[src/rtl/y1234_preimage_search.sv]
// Sequential inverse of the y1234 lab function: sweeps abc = 0..7 one per clock
// and reports which candidates reproduce the latched 4-bit target pattern.
module y1234_preimage_search #(
  parameter bit FIRST_ONLY = 1'b0
) (
  input  logic       clk,
  input  logic       rst,
  input  logic       start,
  input  logic [3:0] target,
  output logic       busy,
  output logic       done,
  output logic       found,
  output logic [0:2] abc_out,
  output logic [7:0] match_mask,
  output logic [3:0] match_count
);

  typedef enum logic [1:0] {IDLE, SEARCH, DONE} state_t;

  state_t     state_q, state_d;
  logic [2:0] cand_q, cand_d;
  logic [3:0] tgt_q, tgt_d;
  logic [7:0] mask_q, mask_d;
  logic [3:0] count_q, count_d;
  logic       found_q, found_d;
  logic [2:0] abc_q, abc_d;

  logic       a, b, c, hit;
  logic [3:0] y;

  // Lab function evaluated on the current candidate, a is the MSB of cand.
  always_comb begin
    a   = cand_q[2];
    b   = cand_q[1];
    c   = cand_q[0];
    y   = {1'b0,
           a & ~b & c,
           (~a & b & c) | (a & b & c),
           (~a & ~b & ~c) | (a & b & c)};
    hit = (y == tgt_q);
  end

  always_comb begin
    state_d = state_q;
    cand_d  = cand_q;
    tgt_d   = tgt_q;
    mask_d  = mask_q;
    count_d = count_q;
    found_d = found_q;
    abc_d   = abc_q;
    case (state_q)
      IDLE, DONE: begin
        if (start) begin
          tgt_d   = target;
          mask_d  = 8'h00;
          count_d = 4'd0;
          found_d = 1'b0;
          abc_d   = 3'd0;
          cand_d  = 3'd0;
          state_d = SEARCH;
        end else begin
          state_d = IDLE;
        end
      end
      SEARCH: begin
        if (hit) begin
          mask_d[cand_q] = 1'b1;
          count_d        = count_q + 4'd1;
          if (!found_q) begin
            abc_d   = cand_q;
            found_d = 1'b1;
          end
        end
        if (cand_q == 3'd7 || (FIRST_ONLY && hit)) state_d = DONE;
        else cand_d = cand_q + 3'd1;
      end
      default: state_d = IDLE;
    endcase
  end

  always_ff @(posedge clk) begin
    if (rst) begin
      state_q <= IDLE;
      cand_q  <= 3'd0;
      tgt_q   <= 4'd0;
      mask_q  <= 8'h00;
      count_q <= 4'd0;
      found_q <= 1'b0;
      abc_q   <= 3'd0;
    end else begin
      state_q <= state_d;
      cand_q  <= cand_d;
      tgt_q   <= tgt_d;
      mask_q  <= mask_d;
      count_q <= count_d;
      found_q <= found_d;
      abc_q   <= abc_d;
    end
  end

  // DONE always lasts exactly one cycle, so the state decode is the pulse.
  assign busy        = (state_q == SEARCH);
  assign done        = (state_q == DONE);
  assign found       = found_q;
  assign abc_out     = abc_q;
  assign match_mask  = mask_q;
  assign match_count = count_q;

endmodule

[config.mk]
export PLATFORM = sky130hd
export DESIGN_NAME = y1234_preimage_search
export DESIGN_NICKNAME = d
export VERILOG_FILES = /design/src/rtl/y1234_preimage_search.sv
export SDC_FILE = /design/constraint.sdc
export NUM_CORES = 1
export LEC_CHECK = 0
export CAP_MARGIN = 20
export CORE_MARGIN = 10
export CORE_UTILIZATION = 31
export CTS_BUF_LIST = sky130_fd_sc_hd__clkbuf_4
export CTS_CLUSTER_DIAMETER = 100
export DETAILED_ROUTE_END_ITERATION = 6
export PLACE_DENSITY = 0.57
export SYNTH_ARGS = -nofsm -noshare
export SYNTH_HDL_FRONTEND = slang
export SYNTH_SLANG_ARGS = --single-unit
export TNS_END_PERCENT = 20
[constraint.sdc]
create_clock -name clk -period 4 [get_ports clk]
set_input_delay 1 -clock clk [delete_from_list [all_inputs] [get_ports clk]]
set_output_delay 1 -clock clk [all_outputs]
set_load 0.02 [all_outputs]
* After elaboration in Yosys (flattened, before gate mapping) *
Index checks and enable logic that the tools add are counted.

word-level totals
  flip-flop bits (word level) = 25
  word-level logic and storage cells = 62
  memories kept = 0
  RAM bits = 0
  output and inout port bits = 18
  latch bits = 0
  ROM bits = 0
  input port bits = 7

cells by class
  bitwise operators = 14
  mux-type cells = 20
  add/sub/neg operators = 2
  reductions and logical operators = 8
  multiply operators = 0
  $lt $le $gt $ge = 2
  eq/ne operators = 9
  shift operators = 0
  divide/modulo/power cells = 0

operator list
  operator               number
  $mux W8                2
  $pmux W8 S2            1
  $mux W3                4
  $pmux W3 S2            2
  $and A1 B1 Y1          8
  $mux W4                2
  $or A8 B8 Y8           1
  $pmux W4 S2            1
  $ne A2 B2 Y1 const B   3
  $reduce_and A3 Y1      2
  $add A4 B1 Y4 const B  1
  $eq A3 B4 Y1           1
  $lt A3 B4 Y1 const B   1
  $mux W1                4
  $ne A2 B1 Y1 const B   2
  $pmux W2 S2            1
  $reduce_and A4 Y1      1
  $add A3 B1 Y3 const B  1
  $demux W1 S3           1
  $eq A3 B3 Y1 const B   1
  $ge A3 B1 Y1 const B   1
  $not A1 Y1             3
  $eq A2 B1 Y1 const B   1
  $eq A2 B2 Y1 const B   1
  other kinds (8)        9

* Longest topological paths before layout *
Gate-level depths: netlist of run 1.

  depth after elaboration = 7
  mapped depth = 6
  depth with buffers taken out = 6

* Least setup slack after synthesis of run 1 *
Ideal clock, no wire load.

  kind = input -> register
  start = in start
  end = reg mask_q[6], in the netlist match_mask[6]
  library setup time = 0.117 ns
  data required time = 3.883 ns
  stages = 4
  setup slack = 2.039 ns
  path buffers = 1
  data arrival time = 1.843 ns
  cells stage by stage = nor2b_1 nor2_1 clkbuf_1 a32o_1

between the ends
  cells in the longest elaborated chain, start to end = 2

RTL lines
  element                             line  source
  from (decl)                         8     input logic start,
  $ne A2 B2 Y1 (no source line)       -
  $reduce_and A3 Y1 (no source line)  -
  to (signal assigned)                94    mask_q <= mask_d;
  to (decl)                           23    logic [7:0] mask_q, mask_d;

Every way passes these cells.
A chain may end at the register's enable or synchronous reset.

* Worst setup path in the final report of run 1 *
  start = reg state_q[1]
  end = out busy

between the ends
  cells in the longest elaborated chain, start to end = 1

RTL lines
  element                 line  source
  from (decl)             20    state_t state_q, state_d;
  from (signal assigned)  91    state_q <= state_d;
  $eq A2 B1 Y1            102   assign busy = (state_q == SEARCH);
  to (decl)               10    output logic busy,

Every way passes these cells.

==> flow_summary_export.csv, run 1 <==
group,metric,value,unit
run_status,status,"finished, final reports clean",
logic_synthesis,syn-num-nets,139,
detailed_routing,vias_per_cell,5.01,
floorplanning,ioPinCount,25,
place,numPortBuffers,24,
detailed_routing,drtPass1Iterations,4,
timing,rsz0062_at_grt,"false",
clocking,root_buffer,"clkbuf_4",
floorplanning,start_util,33.0,%
place,post-place-cells,191,
timing,fin_setup_tns,0,ns
setup_path,crit_required,3.00,ns
grt,grt_start_max_net_pins,19,
timing,drv_slew,0,
clocking,cts_repair_resize_count,0,
detailed_routing,drc,0,
timing,worst_pin_slew,0.886,ns
place,routabilityCongestion,0.806,
flow_run,drv_cap,0,
power_and_ir_drop,switchingPower,0.000116,W
floorplanning,die_h,80.6,microns
power_and_ir_drop,p_int,0.000318,W
timing,skew,0.00624,ns
clocking,insertion_delay,0.31,ns
place,dpl_cell_area,0.00139,sq mm
power_and_ir_drop,swShare,26.8,%
timing,max_freq,372,MHz
detailed_routing,finalWirelength,2630,microns
floorplanning,std_cell_rows,21,
cells_and_area,multiInputGateArea,582,sq um
grt,grt_use_total,8.35,%
power_and_ir_drop,max-vdd-ir-drop,0.244,mV
logic_synthesis,synth-seq-cells,25,
timing,slew_headroom,40.7,%
cells_and_area,drive_gt1_share,6.71,%
detailed_routing,first_iter_violations,50,
cells_and_area,final_nets,160,
grt,grt_pass1_wl,4420,microns
cells_and_area,antenna_cells,0,
cells_and_area,fillerInstances,364,
timing,timing.final.hold_violations,0,
logic_synthesis,yosysSeqAreaShare,44.0,%
setup_path,worstPathArrival,1.69,ns
logic_synthesis,avgSynthCellArea,8.82,sq um
power_and_ir_drop,power_frac_clock,25.1,%
power_and_ir_drop,seqPwrFrac,60.8,%
power_and_ir_drop,p_leak,0.528,nW
grt,grt_overflow,0,
timing,setup_viol,0,
power_and_ir_drop,combPwrFrac,14.1,%
timing,whs,0.459,ns
clocking,post_cts_buffers,0,
logic_synthesis,yosys_warnings,0,
clocking,cts_hold_buf,0,
detailed_routing,avgRoutedWirePerCell,13.5,microns
clocking,cts_tree,"built",
clocking,clock-sinks,25,
cells_and_area,syn2layout_area_growth,24.4,%
clocking,clock_path_buffers,2,
setup_path,cp-end-kind,"output pin",
clocking,cts_buffers,3,
setup_path,crit_fanout,9,
clocking,path_clk_slew,0.13,ns
floorplanning,core_area,0.00344,sq mm
setup_path,crit_type,"reg -> out",
timing,period_share,67.2,%
timing,finalWorstPathRequiredPeriod,2.69,ns
detailed_routing,drtAntennaViolNets,0,
floorplanning,die_area,0.00649,sq mm
clocking,h-tree-depth,1,
power_and_ir_drop,power.density,307,mW/mm^2
cells_and_area,register_area,500,sq um
cells_and_area,finalNonFillerCells,195,
floorplanning,die_w,80.6,microns
detailed_routing,via_count,977,
logic_synthesis,syn_area,0.00114,sq mm
logic_synthesis,synth.distinct_cells,35,
cells_and_area,final_cell_area,0.00142,sq mm
place,hpwl,1960,microns
logic_synthesis,netlist_instances,129,
setup_path,cp-start-kind,"flop",
grt,antenna_found_initial,0,
hold_path,holdCritPathClass,"reg -> reg",
grt,first_global_vias,924,
==> worst max-delay path, cell delays in order (launching register included) <==
cell	delay, ns
dfxtp_1	0.33
nand2b_1	0.29
inv_1	0.15
clkdlybuf4s50_1	0.61
==> synth_stat cells <==
library cell / instances / share of area (%)
a31o_1: 1 / 0.77
clkbuf_1: 4 / 1.3
or3_4: 2 / 2.0
nand2b_1: 2 / 1.1
xnor2_1: 2 / 1.5
o21ai_0: 1 / 0.44
nor4_1: 3 / 1.7
buf_2: 2 / 0.88
dfxtp_1: 25 / 44
nor2b_1: 3 / 1.7
nor3_1: 3 / 1.3
o31ai_1: 1 / 0.66
nand3_1: 6 / 2.6
o21bai_2: 1 / 0.99
nor2_1: 9 / 3.0
a22o_1: 2 / 1.5
or3_1: 1 / 0.55
buf_6: 2 / 2.0
a211oi_2: 1 / 1.1
o21ba_2: 1 / 0.88
mux2i_1: 4 / 3.5
a21oi_1: 9 / 4.0
inv_1: 2 / 0.66
and3_1: 2 / 1.1
or2_2: 1 / 0.55
a211oi_1: 1 / 0.66
ha_1: 3 / 3.3
or2b_1: 1 / 0.66
and2_1: 1 / 0.55
nand2_1: 23 / 7.6
o211ai_1: 4 / 2.6
o21a_1: 1 / 0.66
a32o_1: 3 / 2.6
nand4b_1: 1 / 0.77
o2bb2ai_1: 1 / 0.77
==> power by group through the flow <==
stage	sequential (W)	combinational (W)	clock [W]
after floorplan	0.000267	0.0000454	0
after global placement	0.000269	0.0000609	0
after detailed placement	0.000269	0.0000612	0
after CTS	0.000264	0.0000618	0.000115
after global routing	0.000265	0.0000685	0.000126
final	0.000264	0.0000612	0.000109
==> layout by cell type (no fill, tap or decap), types with 3 or more instances in the layout <==
cell type and n:
o211ai_1 4, ha_1 3, nand2_1 23, nor2b_1 3, nand3_1 6, a21oi_1 9, a32o_1 3, clkdlybuf4s50_1 24
mux2i_1 4, nor2_1 9, nor3_1 3, nor4_1 3, dfxtp_1 25, clkbuf_4 3
==> registers in the layout (all words and copies together), names as in the netlist <==
signal,flops
match_mask,8
match_count,4
tgt_q,4
abc_out,3
cand_q,3
state_q,2
found,1
==> metal layers <==
| metal | global-route usage (%) | share of wire [%] | vias to the layer above |
|---|---|---|---|
| met2 | 12.2 | 41 | 29 |
| met3 | 3.23 | 8.1 | 2 |
| met4 | 2.82 | 0.88 | 0 |
| met1 | 10.8 | 50 | 448 |
| met5 | 0 | 0 | - |
| li1 | - | - | 498 |
==> area by class of cell <==
cell class                 instances  share of cell area (%)
multi-input combinational         94                    41.1
tap                               46                    4.07
inverter                           2                   0.531
clock inverter                     1                   0.354
timing repair buffer              24                    17.0
sequential                        25                    35.4
clock buffer                       3                    1.59
==> through the flow <==
stage	worst slack (ns)	total power, W	util (%)
3_3_place_gp	1.07	0.000330	40.3
5_1_grt	1.14	0.000460	41.1
2_1_floorplan	2.04	0.000312	-
3_5_place_dp	1.02	0.000331	40.3
6_report	1.31	0.000434	41.1
4_1_cts	1.30	0.000441	41.1
==> worst paths after layout <==
check | from | endpoint | slack (ns) | depth (start not counted)
max | state_q[1] | busy | 1.31 | 3
min | match_mask[0] | match_mask[0] | 0.46 | 2
max reg2reg | cand_q[0] | abc_out[0] | 1.94 | 5
min reg2reg | match_mask[0] | match_mask[0] | 0.46 | 2
==> cells by family (layout without fill, tap and decap cells) <==
| family | after synthesis | in the layout | synth area share (%) |
|---|---|---|---|
| compound gates | 27 | 27 | 17.7 |
| xor+xnor | 2 | 2 | 1.54 |
| fa+ha+maj | 3 | 3 | 3.30 |
| buf+inv | 10 | 30 | 4.84 |
| flops | 25 | 25 | 44.0 |
| mux | 4 | 4 | 3.52 |
| simple gates | 58 | 58 | 25.1 |
Note: power is estimated with default switching activity, not from simulation.
==> inputs of run 2 (changes only) <==
- clock period: 4 -> 2.7 ns (I/O delays scaled with it)
==> run 2 against run 1 <==
  * Non-clock buffer count is 4 higher
  * Register-to-register slack worse by 1.3 ns
  * Combinational power is 61% higher
  * Highest routed layer unchanged
  * Largest power group unchanged
  * Clock-buffer cell count stayed put
==> flow_summary_export.csv, run 2 (synthesized netlist as in run 1, its figures left out) <==
group,metric,value,unit
timing,worst_slack,0.518,ns
power_and_ir_drop,switchingPower,0.000185,W
detailed_routing,drtPass1Iterations,4,
detailed_routing,vias_per_cell,4.96,
floorplanning,core_area,0.00344,sq mm
floorplanning,ioPinCount,25,
timing,finalWorstPathRequiredPeriod,2.18,ns
detailed_routing,finalWirelength,2800,microns
setup_path,cp-end-kind,"output pin",
timing,max_freq,458,MHz
cells_and_area,mostFrequentLayoutCells,"25 x dfxtp_1, 24 x clkdlybuf4s50_1, 23 x nand2_1",
clocking,clock-sinks,25,
detailed_routing,first_iter_violations,32,
grt,antenna_found_initial,0,
timing,skew,0.0127,ns
floorplanning,die_h,80.6,microns
cells_and_area,finalNonFillerCells,199,
power_and_ir_drop,max-vdd-ir-drop,0.393,mV
detailed_routing,via_count,987,
clocking,h-tree-depth,1,
power_and_ir_drop,seqPwrFrac,58.9,%
setup_path,r2r-start,"cand_q[0]",
power_and_ir_drop,p_leak,0.544,nW
grt,grt_start_max_net_pins,18,
detailed_routing,drtAntennaViolNets,0,
run_status,status,"finished, final reports clean",
floorplanning,start_util,33.0,%
place,routabilityCongestion,0.840,
hold_path,holdCritPathClass,"reg -> reg",
setup_path,reg2regPathDepth,5,
clocking,cts_repair_resize_count,0,
clocking,clock_path_buffers,2,
grt,first_global_vias,994,
detailed_routing,drc,0,
clocking,cts_tree,"built",
setup_path,worst_r2r_endpoint,"abc_out[0]",
clocking,insertion_delay,0.33,ns
setup_path,cp-start-kind,"flop",
clocking,cts_buffers,3,
timing,worst_pin_slew,0.885,ns
power_and_ir_drop,combPwrFrac,14.8,%
cells_and_area,syn2layout_area_growth,27.3,%
floorplanning,die_w,80.6,microns
timing,fin_setup_tns,0,ns
cells_and_area,largest_reg_flops,8,
clocking,root_buffer,"clkbuf_4",
setup_path,slowest_stage,"clkdlybuf4s50_1",
timing,setup_viol,0,
grt,grt_pass1_wl,4640,microns
power_and_ir_drop,power,0.000663,W
timing,period_share,80.8,%
setup_path,worstSetupStartpoint,"state_q[1]",
place,hpwl,2180,microns
clocking,post_cts_buffers,0,
flow_run,drv_cap,0,
grt,grt_overflow,0,
clocking,path_clk_slew,0.15,ns
floorplanning,die_area,0.00649,sq mm
power_and_ir_drop,p_int,0.000478,W
detailed_routing,avgRoutedWirePerCell,14.1,microns
setup_path,crit_type,"reg -> out",
cells_and_area,antenna_cells,0,
grt,grt_use_total,8.69,%
place,pre_cts_ws,0.373,ns
timing,drv_slew,0,
place,post-place-cells,195,
timing,rsz0062_at_grt,"false",
timing,slew_headroom,40.8,%
power_and_ir_drop,swShare,28.0,%
power_and_ir_drop,power.density,458,mW/mm^2
clocking,cts_hold_buf,0,
setup_path,crit_fanout,2,
floorplanning,std_cell_rows,21,
timing,timing.final.hold_violations,0,
setup_path,crit_path_end,"busy",
setup_path,worstPathArrival,1.51,ns
setup_path,crit_required,2.03,ns
setup_path,crit_path_cell_trace,"nand2b_1, inv_1, clkdlybuf4s50_1",
setup_path,r2r_slack,0.66,ns
setup_path,critPathMaxStageDelay,0.61,ns
cells_and_area,fillerInstances,362,
place,numPortBuffers,24,
cells_and_area,final_nets,164,
power_and_ir_drop,power_frac_clock,26.2,%
cells_and_area,final_common_cell,"dfxtp_1",
cells_and_area,drive_gt1_share,9.15,%
==> run 2: cell types whose count changed in the layout (fill, tap and decap cells not counted) <==
cell	previous run	this run
buf_4	0	4
clkinv_2	1	0
clkinvlp_4	0	1
==> run 2: area by class of cell <==
cell class / instances / area, sq um / share of cell area, %
inverter: 2 / 7.51 / 0.519
clock buffer: 3 / 22.5 / 1.56
clock inverter: 1 / 7.51 / 0.519
timing repair buffer: 28 / 270 / 18.7
sequential: 25 / 500 / 34.6
multi-input combinational: 94 / 582 / 40.2
tap: 46 / 57.6 / 3.98
==> run 2: metrics by stage <==
stage | area (sq um) | hold WS [ns] | util (%)
final | 1450 | 0.454 | 42.1
after floorplan | 1140 | 0.452 | -
after global placement | 1420 | 0.432 | 41.2
after CTS | 1450 | 0.458 | 42.1
after detailed placement | 1420 | 0.440 | 41.2
after global routing | 1450 | 0.479 | 42.1
==> run 2: worst min path at each step <==
stage | start | endpoint | slack [ns] | cells after the start
after floorplan | tgt_q[3] | tgt_q[3] | 0.45 | 2
after global placement | match_mask[0] | match_mask[0] | 0.43 | 2
after detailed placement | match_mask[0] | match_mask[0] | 0.44 | 2
after CTS | match_mask[0] | match_mask[0] | 0.46 | 2
after global routing | match_mask[0] | match_mask[0] | 0.48 | 2
final | match_mask[0] | match_mask[0] | 0.45 | 2
==> run 2: worst max-delay path, delay by kind of cell, from the launching register on <==
kind	cells	cell delay [ns]
buffers and inverters	2	0.70
AND/OR/NAND/NOR	1	0.17
flip-flops	1	0.33
==> run 2: power by group through the flow <==
stage | clock, W | sequential (W) | combinational (W)
after detailed placement | 0 | 0.000399 | 0.0000989
after CTS | 0.000182 | 0.000391 | 0.0000992
after global placement | 0 | 0.000399 | 0.0000976
after global routing | 0.000198 | 0.000393 | 0.000109
final | 0.000174 | 0.000391 | 0.0000985
after floorplan | 0 | 0.000395 | 0.0000673
==> run 2: layer usage <==
layer,up-vias,part of all wire (%),GRT usage [%]
met5,-,0,0
met3,2,7.2,3.56
met2,23,43,13.7
met1,457,49,10.6
li1,505,-,-
met4,0,0.50,2.11
==> inputs of run 3 (changes only) <==
- clock period: 2.7 -> 2.07 ns (I/O delays scaled with it)
==> run 3 against run 2 <==
  * Via count up 3.2%
  * Clock-buffer cell count unchanged
  * Global-route usage rose by 0.65 points
  * Highest routed layer unchanged
  * Non-clock buffer count grew 6
  * Clock power is 30% higher
  * Cell area increased by 3.1%
  * First-iteration DRC count rose by 110%
  * Worst setup slack got worse by 0.37 ns
  * Sequential share of layout area decreased by 1.0 points
  * Clock skew decreased by 0.0068 ns
==> flow_summary_export.csv, run 3 (synthesized netlist as in run 1, its figures left out) <==
group,metric,value,unit
cells_and_area,final_nets,170,
clocking,cts_tree,"built",
detailed_routing,first_iter_violations,66,
clocking,post_cts_buffers,0,
grt,grt_pass1_wl,4930,microns
timing,timing.final.hold_violations,0,
clocking,cts_buffers,3,
cells_and_area,mostFrequentLayoutCells,"25 x dfxtp_1, 23 x nand2_1, 23 x clkdlybuf4s50_1",
setup_path,r2r_slack,0.15,ns
cells_and_area,register_area,500,sq um
clocking,path_clk_slew,0.14,ns
floorplanning,ioPinCount,25,
power_and_ir_drop,max-vdd-ir-drop,0.258,mV
setup_path,cp-end-kind,"flop",
detailed_routing,drc,0,
place,hpwl,2250,microns
setup_path,worst_r2r_endpoint,"abc_out[0]",
place,dpl_cell_area,0.00146,sq mm
grt,grt_overflow,0,
cells_and_area,final_cell_area,0.00149,sq mm
clocking,insertion_delay,0.32,ns
detailed_routing,vias_per_cell,4.97,
cells_and_area,drive_gt1_share,12.6,%
cells_and_area,fillerInstances,343,
grt,grt_start_max_net_pins,15,
detailed_routing,finalWirelength,2840,microns
clocking,clock_path_buffers,2,
timing,slew_headroom,65.4,%
cells_and_area,antenna_cells,0,
floorplanning,die_w,80.6,microns
place,numPortBuffers,24,
detailed_routing,via_count,1019,
setup_path,cpMostUsedCell,"or3_4",
timing,worst_pin_slew,0.514,ns
timing,skew,0.00590,ns
cells_and_area,largest_reg_flops,8,
floorplanning,die_area,0.00649,sq mm
timing,max_freq,520,MHz
hold_path,worst_hold_path.num_cells,2,
setup_path,crit_fanout,7,
run_status,status,"finished, final reports clean",
hold_path,whs_endpoint,"match_mask[0]",
clocking,root_buffer,"clkbuf_4",
grt,first_global_vias,1064,
setup_path,crit_required,2.30,ns
timing,period_share,93.0,%
setup_path,cp-start-kind,"flop",
cells_and_area,syn2layout_area_growth,31.2,%
setup_path,worstPathArrival,2.16,ns
setup_path,r2r-start,"cand_q[1]",
clocking,clock-sinks,25,
detailed_routing,avgRoutedWirePerCell,13.9,microns
timing,rsz0062_at_grt,"false",
detailed_routing,drtPass1Iterations,4,
place,routabilityCongestion,0.831,
cells_and_area,multiInputGateArea,582,sq um
setup_path,critPathMaxStageDelay,0.41,ns
grt,antenna_found_initial,0,
timing,finalWorstPathRequiredPeriod,1.92,ns
power_and_ir_drop,p_leak,0.592,nW
clocking,cts_hold_buf,0,
flow_run,drv_cap,0,
floorplanning,die_h,80.6,microns
setup_path,slowest_stage,"or3_4",
power_and_ir_drop,power.density,586,mW/mm^2
grt,grt_use_total,9.34,%
floorplanning,core_area,0.00344,sq mm
hold_path,hold_start,"match_mask[0]",
setup_path,crit_type,"reg -> reg",
timing,drv_slew,0,
hold_path,holdCritPathClass,"reg -> reg",
clocking,cts_repair_resize_count,0,
timing,fin_setup_tns,0,ns
cells_and_area,final_common_cell,"dfxtp_1",
detailed_routing,drtAntennaViolNets,0,
setup_path,reg2regPathDepth,5,
setup_path,crit_path_cell_trace,"or3_4, a211oi_2, o21bai_2, or3_4, a31o_1",
floorplanning,start_util,33.0,%
timing,setup_viol,0,
floorplanning,std_cell_rows,21,
clocking,h-tree-depth,1,
[run 3: layer usage]
metal	wire [microns]	up-vias	track usage [%]	part of all wire, %
met5	0	-	0	0
met1	1410	472	11.7	50
li1	-	514	-	-
met2	1220	25	14.6	43
met3	168	8	2.56	5.9
met4	50	0	3.70	1.8
[run 3: worst max-delay path: cells and delay by family (launching register included)]
kind	cells	cell delay, ns
simple gates	2	0.81
compound gates	3	0.64
flops	1	0.40
[run 3: cell type report]
cell class / instances / share of cell area (%)
Clock buffer: 3 / 1.51
Clock inverter: 1 / 0.335
Sequential cell: 25 / 33.5
Tap cell: 46 / 3.86
Inverter: 2 / 0.503
Multi-Input combinational cell: 94 / 39.0
Timing Repair Buffer: 34 / 21.3
[run 3: how the worst max path moves through the flow]
stage,to,from,cells after the start,slack (ns)
floorplan,abc_out[0],cand_q[1],6,0.20
global placement,abc_out[0],cand_q[1],5,0.23
detailed placement,abc_out[0],cand_q[1],5,0.18
CTS,busy,state_q[0],3,0.02
global route,abc_out[0],cand_q[1],5,0.04
finish,abc_out[0],cand_q[1],5,0.15
[run 3: stage by stage]
step	total power (W)	utilization (%)	worst slack, ns	hold WS, ns	cells
detailed placement	0.000659	42.5	0.176	0.433	201
global placement	0.000656	42.5	0.227	0.429	201
floorplan	0.000603	-	0.202	0.452	129
global route	0.000918	43.4	0.0441	0.507	205
finish	0.000875	43.4	0.145	0.450	205
CTS	0.000880	43.3	0.0198	0.455	205
[run 3: power breakdown]
group	internal (W)	switching (W)	leakage (nW)
logic	0.0000633	0.0000791	0.372
registers	0.000493	0.0000127	0.203
clock network	0.0000724	0.000154	0.0177
total	0.000629	0.000246	0.592
